$ cat src/rtl/pulse_interval_meter.sv
// Measures the distance in clk_in cycles between successive pulses.
//   clk_in, rst : clock, asynchronous active-high reset
//   enable      : meter runs while high, held at zero while low
//   pulse_in    : one-cycle-high pulse train
//   measured    : ivl+1, saturating; the interval ending at this cycle if a
//                 pulse is present, otherwise the elapsed length so far
//   strobe      : pulse_in qualified by enable
module pulse_interval_meter #(
    parameter int IVL_W = 8
) (
    input  logic             clk_in,
    input  logic             rst,
    input  logic             enable,
    input  logic             pulse_in,
    output logic [IVL_W-1:0] measured,
    output logic             strobe
);

    localparam logic [IVL_W-1:0] IVL_MAX = '1;

    logic [IVL_W-1:0] ivl;

    assign strobe   = enable & pulse_in;
    assign measured = (ivl == IVL_MAX) ? IVL_MAX : ivl + IVL_W'(1);

    // NOTE: state is updated with non-blocking assignments so every register
    // samples the pre-edge values regardless of process ordering.
    always_ff @(posedge clk_in or posedge rst) begin
        if (rst) begin
            ivl <= '0;
        end else if (!enable || pulse_in) begin
            ivl <= '0;
        end else begin
            ivl <= measured; // measured is already the saturated increment
        end
    end

endmodule

$ cat config.mk
export PLATFORM = sky130hd
export DESIGN_NAME = pulse_interval_meter
export DESIGN_NICKNAME = d
export VERILOG_FILES = /design/src/rtl/pulse_interval_meter.sv
export SDC_FILE = /design/constraint.sdc
export NUM_CORES = 1
export LEC_CHECK = 0
export CORE_AREA = 2 2 39 41
export DETAILED_ROUTE_END_ITERATION = 16
export DIE_AREA = 0 0 41 43
export GPL_TIMING_DRIVEN = 0
export PLACE_DENSITY_LB_ADDON = 0.12
export SETUP_SLACK_MARGIN = 0.02
export SLEW_MARGIN = 30
export SYNTH_ARGS = -nofsm -noshare
export SYNTH_HDL_FRONTEND = slang
export SYNTH_SLANG_ARGS = --single-unit
$ cat constraint.sdc
create_clock -name clk_in -period 2.98 [get_ports clk_in]
set_input_delay 0.447 -clock clk_in [delete_from_list [all_inputs] [get_ports clk_in]]
set_output_delay 0.447 -clock clk_in [all_outputs]
set_load 0.02 [all_outputs]
# [Word-level counts from Yosys, hierarchy flattened]
# Index checks and enable logic that the tools add are counted.
[word_totals] inputBits=4 reg_bits=8
[classes] n_bitwise=1 muxes=2 addsub=1 n_eq_ne=1 reduce_logical=2
[ops] op="$mux W8" n=2
[ops] op="$add A8 B1 Y8 const B" n=1
[ops] op="$eq A8 B8 Y1 const B" n=1
[ops] op="$and A1 B1 Y1" n=1
[ops] op="$logic_not A1 Y1" n=1
[ops] op="$logic_or A1 B1 Y1" n=1

# [Depth between registers and ports, before layout]
[logic_depth] depth_word=3 mapped_depth=4

# [Worst setup path after synthesis]
# OpenSTA, ideal clock, no wires.
[synth_path] kind="flip-flop to output port" from="register ivl[0]" to="output measured[6]" stages_incl_launch_ff=5 arrival_time_ns=1.333 n_path_buf=0 t_required_ns=2.533 slack_ns=1.200 path_cell_list="dfrtp_1 > ha_1 > and3_1 > and4_1 > nor2_1"
[synth_between] elab_chain_len=2 word_cells_on_any_way=3
[synth_lines] element="start, declared" line_no="21" text="logic [IVL_W-1:0] ivl;"
[synth_lines] element="start signal, assigned" line_no="34" text="ivl <= measured;"
[synth_lines] element="$add A8 B1 Y8 / $eq A8 B8 Y1 (equally long branches)" line_no="24" text="assign measured = (ivl == IVL_MAX) ? IVL_MAX : ivl + IVL_W'(1);"
[synth_lines] element="$mux W8 (*)" line_no="24"
[synth_lines] element="end, declared" line_no="15" text="output logic [IVL_W-1:0] measured,"
# Every way passes the cells marked *; elsewhere a longest branch is shown, timed or not.

# [Final worst setup path]
[layout_path] from="register ivl[0]" to="output measured[7]"
# The elaborated chain is that of the path after synthesis.

==> results by group <==
Logic synthesis
  – XOR/XNOR Fraction of Synth Area: 1.94%
  – Syn Area/Cell: 8.83 µm²
  – Yosys reg bits: 8
  – Count of cell types in the netlist: 24
  – Commonest cells post-synth: dfrtp_1, a21oi_1, and4_1, nor2_1
  – Mapped Nets: 56
  – Top-area cell type share of the netlist area: 44.4%
  – Number of enable flip-flop cells after synthesis: 0
  – Area of the mapped netlist: 450 µm²
  – Largest family of logic cells by synthesized area: simple AND/OR/NAND/NOR gates
  – Sequential share of the synthesized area: 44.4%
  – Synth warn: 0
  – Most frequent cell after synthesis: dfrtp_1
  – Fraction of registers with async set/reset: 100%
  – Mapped Cells: 51
  – Post-synthesis simple-gate area fraction: 30.8%
  – Adder-cell area share of the yosys netlist: 2.78%
  – Mux cell area share after synthesis: 0%
  – Dominant cell type by area after synthesis: dfrtp_1
  – Compound-Gate Fraction of Synth Area: 15.6%
  – Top post-synthesis cells by area: dfrtp_1, and4_1, a21oi_1
  – Post-synth top flop: dfrtp_1

Drt
  – Wirelength per Cell: 12.8 µm
  – Top Metal Used: met4
  – Routed via count: 463
  – Drt via density: 5.65
  – M1 wire length: 468 µm
  – Post-Route WL: 1050 µm
  – Met2 WL post-DR: 502 µm
  – Met3 WL: 57 µm
  – # DRC: 0
  – First-pass detailed-route iteration total: 4
  – DRT antenna net count: 0
  – Iter 0 DRT Violations: 10

Global routing
  – First-pass GRT wire length: 1730 µm
  – Congestion Overflow GR: 0
  – Pin count of the biggest net entering global routing: 10
  – Total track usage: 15.1%
  – Initial antenna violation count: 0
  – Vias in the first global route: 393

Pwr
  – Switching part of the total: 23.5%
  – Pwr Total: 0.000218 W
  – Pint: 0.000167 W
  – Register share of total power: 51.1%
  – PD cells: 356 mW/mm²
  – Cell leakage power: 0.270 nW
  – Max IR drop VDD: 0.000168 V
  – Comb pwr share: 10.1%
  – Power share of the clock group: 38.8%
  – P_sw: 0.0000514 W

Critical path
  – Crit path max fanout: 6
  – Setup Crit Path Kind: reg -> out
  – Worst r2r path cells: 4
  – Critical R2R Capture: ivl[7]
  – FF-to-FF setup slack: 1.49 ns
  – Worst r2r src: ivl[0]
  – Crit path required time: 2.53 ns
  – Worst Path Arrival: 2.14 ns
  – Endpoint type of the worst setup path: primary output
  – CP startpoint kind: flop

Timing
  – Final Hold Viols: 0
  – Setup TNS: 0 ns
  – Actual slew at the worst max-slew pin: 0.377 ns
  – Final period util: 86.7%
  – Worst Skew: 0.00361 ns
  – Slew Viols, Final: 0
  – Setup Viol. Count Final: 0
  – Minimum clock period: 2.58 ns
  – Top achievable clock speed: 387 MHz
  – Rel. slew slack: 74.5%
  – Unrepaired setup endpoints after global routing: false

Finish
  – Final net count: 73
  – Share of layout cells above drive strength 1: 6.06%
  – Register with the most flip-flops: ivl
  – Largest registers: ivl: 8 flops
  – Max reg flops: 8
  – Layout fillers: 146
  – Antenna diodes: 0
  – Final instance area: 613 µm²
  – Sequential cell area: 200 µm²
  – Layout area overhead: 36.1%
  – Multi-input gate area: 230 µm²

Clock tree
  – Clk sink count: 8
  – Resized Gates After CTS: 0
  – Postcts setup bufs: 0
  – Root Driver: clkbuf_4
  – Latest clock arrival within the worst-skew pair: 0.26 ns
  – Clk pin slew, worst setup/hold paths: 0.06 ns
  – CTS buffer count: 3
  – CTS tree: built
  – Post-CTS Hold Fix Bufs: 0
  – Deepest clock path buffer count: 2
  – H-tree Lvls: 1

Placed design
  – Post-DP HPWL: 738 µm
  – Port bufs: 12
  – Dpl cell area: 591 µm²
  – GP Congestion: 0.742

Outcome
  – Run status: finished, final reports clean

Job
  – Max-Cap Viols: 0

Min path
  – Hold WC Path Type: in -> async

Floorplan
  – Core Box Area: 0.00138 mm²
  – DIE HEIGHT: 43 µm
  – DIE AREA: 0.00176 mm²
  – Die X: 41 µm
  – Effective utilization at floorplan: 32.5%
  – # rows: 14
  – Top Ports: 13
## cells by family (layout without fill, tap and decap cells)
logic type | after synthesis | in the layout
AOI/OAI and AO/OA | 12 | 12
xor gates and xnor gates | 1 | 1
adders and majority gates | 1 | 1
buffers and inverters | 5 | 20
DFF | 8 | 8
and+or+nand+nor | 24 | 24
## layer usage
layer,up-vias,GRT usage [%]
met5,-,0
met4,0,12.0
met3,4,3.14
met2,15,19.4
met1,222,20.9
li1,222,-
## cells in the final DEF (no fill, tap or decap)
master | synthesis | final
a41oi_1 | 1 | 1
nor2_1 | 4 | 4
and4_1 | 4 | 4
o21ai_1 | 1 | 1
a31oi_1 | 3 | 3
nand2_1 | 3 | 3
a21oi_1 | 5 | 5
nand2b_1 | 1 | 1
xnor2_1 | 1 | 1
nor3_1 | 3 | 3
clkdlybuf4s50_1 | 0 | 12
nor4b_1 | 1 | 1
nand4_1 | 2 | 2
a211oi_1 | 1 | 1
and3_1 | 1 | 1
or3_1 | 1 | 1
and2_1 | 1 | 1
nand3_1 | 2 | 2
nor2b_1 | 1 | 1
dfrtp_1 | 8 | 8
ha_1 | 1 | 1
buf_1 | 1 | 1
buf_2 | 1 | 1
o21ai_0 | 1 | 1
inv_1 | 3 | 3
clkbuf_4 | 0 | 3
## power by group through the flow
stage / clock network (W) / logic, W / registers, W
3_5_place_dp: 0 / 0.0000223 / 0.000113
5_1_grt: 0.0000952 / 0.0000249 / 0.000112
6_report: 0.0000846 / 0.0000220 / 0.000112
3_3_place_gp: 0 / 0.0000225 / 0.000113
2_1_floorplan: 0 / 0.0000109 / 0.000113
4_1_cts: 0.0000899 / 0.0000225 / 0.000111
## critical path, stage by stage (launching register included)
cell             delay [ns]
dfrtp_1                0.43
ha_1                   0.26
and4_1                 0.19
nor4b_1                0.39
nor2_1                 0.07
clkdlybuf4s50_1        0.54
## per-stage QoR
| step | instances | setup WS [ns] | hold WS [ns] | util, % |
|---|---|---|---|---|
| 6_report | 82 | 0.396 | 0.448 | 44.3 |
| 5_1_grt | 82 | 0.217 | 0.487 | 44.3 |
| 4_1_cts | 82 | 0.362 | 0.450 | 44.3 |
| 3_5_place_dp | 79 | 0.657 | 0.543 | 42.7 |
| 3_3_place_gp | 79 | 0.674 | 0.539 | 42.7 |
| 2_1_floorplan | 51 | 1.20 | 0.263 | - |
## worst max path at each step
| stage | to | depth (start not counted) | slack [ns] | start |
|---|---|---|---|---|
| 3_3_place_gp | measured[7] | 5 | 0.67 | ivl[0] |
| 6_report | measured[7] | 5 | 0.40 | ivl[0] |
| 4_1_cts | measured[7] | 5 | 0.36 | ivl[0] |
| 2_1_floorplan | measured[6] | 4 | 1.20 | ivl[0] |
| 5_1_grt | measured[7] | 5 | 0.22 | ivl[0] |
| 3_5_place_dp | measured[7] | 5 | 0.66 | ivl[0] |
## final cells by class
cell class	count	share of cell area [%]
timing repair buffer	12	19.6
buffer	2	1.43
sequential	8	32.7
clock buffer	3	3.67
tap	16	3.27
inverter	3	1.84
multi-input combinational	38	37.6
Power figures use the tool's default switching activity.
